==> src/rtl/sync_fifo_wr_arb.sv <==
// ============================================================================
// sync_fifo_wr_arb
//
// Purpose:
//   Round-robin arbiter that lets NUM_REQ producers share the single write
//   port of a sync_fifo. The producer that wins arbitration keeps the port
//   for its whole packet, so beats from different producers never interleave
//   in the FIFO. A per-grant beat limit (MAX_BURST) forces a release so one
//   long packet cannot starve the other producers. A packet cut this way is
//   finished after the producer wins arbitration again.
//
// Optional feature (compile-time macro):
//   SYNC_FIFO_ARB_SRCID_EN - when defined, the index of the granted producer
//   is prepended to every beat written to the FIFO:
//   fifo_wdata_o = {owner index, payload}.
//
// Ports:
//   clk_i         in   1                   clock
//   resetn_i      in   1                   asynchronous active-low reset
//   req_valid_i   in   NUM_REQ             per-producer beat valid
//   req_last_i    in   NUM_REQ             per-producer last beat of packet
//   req_data_i    in   NUM_REQ*DATA_WIDTH  packed payloads, req i at [i*DATA_WIDTH +: DATA_WIDTH]
//   req_ready_o   out  NUM_REQ             beat accepted when valid & ready
//   fifo_wr_en_o  out  1                   FIFO write enable
//   fifo_wdata_o  out  FIFO_W              FIFO write data
//   fifo_wfull_i  in   1                   FIFO full flag
//   grant_o       out  NUM_REQ             one-hot current owner, 0 when idle
//   busy_o        out  1                   high while a grant is held
// ============================================================================
module sync_fifo_wr_arb #(
    parameter int NUM_REQ    = 4,
    parameter int DATA_WIDTH = 16,
    parameter int IDX_W      = 2,
    parameter int MAX_BURST  = 16,
`ifdef SYNC_FIFO_ARB_SRCID_EN
    localparam int FIFO_W    = DATA_WIDTH + IDX_W
`else
    localparam int FIFO_W    = DATA_WIDTH
`endif
) (
    input  logic                          clk_i,
    input  logic                          resetn_i,
    input  logic [NUM_REQ-1:0]            req_valid_i,
    input  logic [NUM_REQ-1:0]            req_last_i,
    input  logic [NUM_REQ*DATA_WIDTH-1:0] req_data_i,
    output logic [NUM_REQ-1:0]            req_ready_o,
    output logic                          fifo_wr_en_o,
    output logic [FIFO_W-1:0]             fifo_wdata_o,
    input  logic                          fifo_wfull_i,
    output logic [NUM_REQ-1:0]            grant_o,
    output logic                          busy_o
);

    // Sized so it can hold MAX_BURST without wrapping.
    localparam int CNT_W = $clog2(MAX_BURST + 1);

    localparam logic [0:0] IDLE = 1'b0;
    localparam logic [0:0] LOCK = 1'b1;

    logic [0:0]            state_q,   state_d;
    logic [NUM_REQ-1:0]    grant_q,   grant_d;
    logic [IDX_W-1:0]      owner_q,   owner_d;
    logic [IDX_W-1:0]      lastIdx_q, lastIdx_d;
    logic [CNT_W-1:0]      beatCnt_q, beatCnt_d;

    logic [IDX_W-1:0]      pickIdx;
    logic                  pickValid;
    logic [DATA_WIDTH-1:0] ownerData;
    logic                  ownerValid;
    logic                  ownerLast;
    logic                  xfer;
    logic                  pktDone;

    // Round-robin search starting one past the previous owner, so after a
    // release that producer has the lowest priority. The first valid index
    // in that rotated order wins.
    always_comb begin
        logic [IDX_W-1:0] cand;
        pickIdx   = '0;
        pickValid = 1'b0;
        cand      = '0;
        for (int off = 1; off <= NUM_REQ; off++) begin
            cand = IDX_W'((int'(lastIdx_q) + off) % NUM_REQ);
            if (!pickValid && req_valid_i[cand]) begin
                pickValid = 1'b1;
                pickIdx   = cand;
            end
        end
    end

    // grant_q is one-hot in LOCK and zero in IDLE, so masking with it picks
    // out the owner's signals and gives 0 when no grant is held.
    always_comb begin
        ownerData = '0;
        for (int i = 0; i < NUM_REQ; i++) begin
            if (grant_q[i]) begin
                ownerData = req_data_i[i*DATA_WIDTH +: DATA_WIDTH];
            end
        end
    end

    assign ownerValid = |(req_valid_i & grant_q);
    assign ownerLast  = |(req_last_i & grant_q);
    assign xfer       = ownerValid & ~fifo_wfull_i;
    // Release on the packet's last beat, or on the beat that reaches the
    // burst limit.
    assign pktDone    = xfer & (ownerLast | (beatCnt_q == CNT_W'(MAX_BURST - 1)));

    // Next-state logic: a grant is taken in IDLE and dropped only after a
    // completed transfer. Stalls (FIFO full, owner not valid) just hold.
    always_comb begin
        state_d   = state_q;
        grant_d   = grant_q;
        owner_d   = owner_q;
        lastIdx_d = lastIdx_q;
        beatCnt_d = beatCnt_q;
        case (state_q)
            IDLE: begin
                if (pickValid) begin
                    state_d   = LOCK;
                    grant_d   = NUM_REQ'(1) << pickIdx;
                    owner_d   = pickIdx;
                    beatCnt_d = '0;
                end
            end
            LOCK: begin
                if (pktDone) begin
                    state_d   = IDLE;
                    grant_d   = '0;
                    lastIdx_d = owner_q;
                    beatCnt_d = '0;
                end else if (xfer) begin
                    beatCnt_d = beatCnt_q + CNT_W'(1);
                end
            end
            default: begin
                state_d = IDLE;
                grant_d = '0;
            end
        endcase
    end

    // lastIdx resets to the top index so that producer 0 wins first.
    always_ff @(posedge clk_i or negedge resetn_i) begin
        if (!resetn_i) begin
            state_q   <= IDLE;
            grant_q   <= '0;
            owner_q   <= '0;
            lastIdx_q <= IDX_W'(NUM_REQ - 1);
            beatCnt_q <= '0;
        end else begin
            state_q   <= state_d;
            grant_q   <= grant_d;
            owner_q   <= owner_d;
            lastIdx_q <= lastIdx_d;
            beatCnt_q <= beatCnt_d;
        end
    end

    assign grant_o      = grant_q;
    assign busy_o       = (state_q == LOCK);
    assign req_ready_o  = grant_q & {NUM_REQ{~fifo_wfull_i}};
    assign fifo_wr_en_o = xfer;

`ifdef SYNC_FIFO_ARB_SRCID_EN
    // owner_q keeps its old value in IDLE, so it is masked to hold the
    // write data at zero while no grant is held.
    assign fifo_wdata_o = (state_q == LOCK) ? {owner_q, ownerData} : '0;
`else
    assign fifo_wdata_o = ownerData;
`endif

endmodule

==> config.mk <==
export PLATFORM = sky130hd
export DESIGN_NAME = sync_fifo_wr_arb
export DESIGN_NICKNAME = d
export VERILOG_FILES = /design/src/rtl/sync_fifo_wr_arb.sv
export SDC_FILE = /design/constraint.sdc
export NUM_CORES = 1
export LEC_CHECK = 0
export ABC_CLOCK_PERIOD_IN_PS = 2100
export CELL_PAD_IN_SITES_DETAIL_PLACEMENT = 0
export CELL_PAD_IN_SITES_GLOBAL_PLACEMENT = 1
export CORE_UTILIZATION = 22
export CTS_CLUSTER_DIAMETER = 80
export DETAILED_ROUTE_END_ITERATION = 8
export GPL_ROUTABILITY_DRIVEN = 0
export GPL_TIMING_DRIVEN = 0
export PLACE_DENSITY_LB_ADDON = 0.3
export SYNTH_ARGS = -nofsm -noshare
export SYNTH_HDL_FRONTEND = slang
export SYNTH_SLANG_ARGS = --single-unit
==> constraint.sdc <==
create_clock -name clk_i -period 2.1 [get_ports clk_i]
set_input_delay 0.42 -clock clk_i [delete_from_list [all_inputs] [get_ports clk_i]]
set_output_delay 0.42 -clock clk_i [all_outputs]
set_load 0.005 [all_outputs]
==> metrics.md <==
| Metric | Value |
|---|---|
| Syn Area/Cell | `7.762 sq um` |
| CP Data Required Time | `between 1.5 and 2 ns` |
| LEAKAGE | `approximately 1.0 nW` |
| Commonest cells after routing, fill and taps aside | `clkdlybuf4s50_1, nand2_1, nor2b_1, o31ai_1, dlygate4sd2_1` |
| CP Capture Type | `output port` |
| Clk sink count | `14` |
| Fin util | `0.4345` |
| Post-synth EDFFs | `0` |
| Syn-to-layout area delta | `91.56%` |
| Ports | `101` |
| Placed Area | `between 0.002 and 0.0025 sq mm` |
| Ys flop type | `dfrtp_1` |
| Clk Tree Root Cell | `clkbuf_8` |
| Remaining antenna violation count | `0` |
| Initial Utilization | `0.2268` |
| Status | `complete, no violations` |
| RSZ-0062 raised after global routing | `yes` |
| DR iter-0 viols | `80` |
| Min-delay worst type | `reg2reg` |
| H-Tree Depth | `1` |
| Startpoint types | `flop` |
| Total core area | `approximately 0.006 sq mm` |
| Antenna diode count | `0` |
| Number of port buffers | `100` |
| Reg2reg start | `beatCnt_q[0]` |
| Slew margin rel. | `0.5748` |
| Count of final setup violators | `0` |
| Vias/cell | `4.983` |
| Synthesized instance count | `172` |
| VDD IR max | `between 400 and 500 uV` |
| CP Max Fanout | `10` |
| Die Y | `79.90 microns` |
| Share of layout cells above drive strength 1 | `0.1530` |
| TritonCTS Buffers | `3` |
| Clock Skews | `between 0.003 and 0.004 ns` |
| Synth warn | `0` |
| First-pass GRT wire length | `roughly 9000 microns` |
| Critical Path Source | `grant_o[1]` |
| Fin crit period | `about 2.1 ns` |
| Via count | `roughly 1800` |
| Crit share post-route | `0.9831` |
| Max-slew violation count | `0` |
| Design Area, Final | `0.002557 sq mm` |
| Flop and latch count out of synthesis | `14` |
| 1st-pass router iterations | `4` |
| Rows | `28` |
| Cell taking the most area after synthesis | `dfrtp_1` |
| Final Hold Fails | `0` |
| Most common cell after layout, fill and taps aside | `clkdlybuf4s50_1` |
| Hpwl dp | `about 4400 microns` |
| Die Wd | `79.90 microns` |
| Hold Buf Count CTS | `0` |
| Setup TNS after final layout | `0 ns` |
| Area contributors post-synth | `dfrtp_1, o31ai_1, nor2b_1` |
| CTS tree | `built` |
| Fmax | `484.4 MHz` |
| Die ar. | `approximately 0.0064 sq mm` |
| Yosys top cell area share | `0.2249` |
| Synthesized area | `between 0.001 and 0.0015 sq mm` |
| Filler instances | `a little over 600` |
| Syn Nets | `between 200 and 250` |
| DRT Wirelength | `approximately 5700 microns` |
| # nets final | `roughly 360` |
| Worst Path Arrival | `between 1.5 and 2 ns` |
| Remaining DRCs | `0` |
| Global Route Usage Sum | `0.1772` |
| Grt total ovfl | `0` |
| Vias in the first global route | `about 1700` |
| Hold_sp | `owner_q[0]` |
| Clock Latency Late Sink | `approximately 0.24 ns` |
| Routed len/inst | `between 15 and 20 microns` |
| Power Density | `between 1000 and 1500 mW/mm^2` |
| Synth unique cells | `36` |
| Register area share after synthesis | `0.2643` |
| Post-synth ARST share | `1.000` |
| Max-cap violation count | `0` |
| Crit Path Class | `reg2out` |
| Largest net degree at the start of global routing | `15` |
| Slew @ Worst Pin | `~0.64 ns` |
| CTS Buffer Depth | `2` |
| Initial antenna violation count | `0` |
| Clock transition at the registers of the reported paths | `about 0.06 ns` |
[stage by stage]
stage	hold slack, ns	power, mW	setup WS, ns	instances
after floorplan	0.1244	1.571	0.4508	172
after global placement	0.4617	2.596	-0.3936	347
after detailed placement	0.4706	2.608	-0.4261	347
after CTS	0.4833	2.902	0.007202	356
after global routing	0.5192	3.153	-0.03371	356
final	0.4784	2.919	0.03555	356
[cell type report]
class,count,area (sq um),area share
Sequential cell,14,355.3,0.1389
Inverter,3,11.26,0.004403
Tap cell,75,93.84,0.03669
Clock buffer,4,55.05,0.02153
Multi-Input combinational cell,141,930.9,0.3640
Buffer,14,116.4,0.04550
Timing Repair Buffer,105,994.7,0.3889
[flip-flops by register name (all words and copies together), names as in the netlist]
| signal | flops |
|---|---|
| lastIdx_q | 2 |
| beatCnt_q | 5 |
| busy_o | 1 |
| grant_o | 4 |
| owner_q | 2 |
[what timing repair did]
| action | CTS | global route |
|---|---|---|
| resized for setup | 44 | 23 |
| pin swaps | 3 | 1 |
| gates cloned | 0 | 0 |
| setup buffers | 5 | 0 |
| setup endpoints to repair | 20 | 13 |
[Yosys cell counts (4+ instances only)]
cell      number
nor2_1         5
nand2b_1       5
a221oi_1      14
nand2_1       27
nor2b_1       20
dfrtp_1       12
o31ai_1       17
a21oi_1        5
clkbuf_1       9
o21ai_0        6
nand3_1       11
o221ai_1       4
[critical path: stages, from the launching register on]
cell and delay, ns:
dfrtp_2 0.45, clkbuf_8 0.18, nand3b_1 0.19, a21oi_2 0.16
a21oi_1 0.05, o21ai_1 0.11, dlygate4sd2_1 0.24
[worst paths after layout]
check                                         to  slack (ns)  cells past startpoint
worst max-delay path            fifo_wdata_o[14]        0.04                      6
worst min-delay path                  owner_q[0]        0.48                      2
worst max register to register      beatCnt_q[1]        0.29                      7
worst min register to register        owner_q[0]        0.48                      2
max in group asynchronous             grant_o[1]        1.08                      1
min in group asynchronous           beatCnt_q[3]        0.57                      1
[metal layers]
layer,vias up,GRT usage,share of wire
met5,-,0,0
met4,0,0.04821,0.017
li1,861,-,-
met3,8,0.02286,0.054
met1,839,0.2239,0.45
met2,66,0.3128,0.48
[cell families after synthesis]
group / share of synthesized area
buffers and inverters: 0.05622
muxes: 0.02437
and+or+nand+nor: 0.2915
DFF: 0.2643
AOI/OAI and AO/OA: 0.3383
adders and majority gates: 0.01874
xor gates and xnor gates: 0.006562
[where the power goes]
| group | internal, mW | switching, mW | leakage, nW |
|---|---|---|---|
| Sequential | 0.396 | 0.0940 | 0.170 |
| Clock | 0.166 | 0.0946 | 0.0288 |
| Combinational | 1.12 | 1.05 | 0.850 |
| Total | 1.68 | 1.24 | 1.05 |
(Power assumes the default switching activity.)
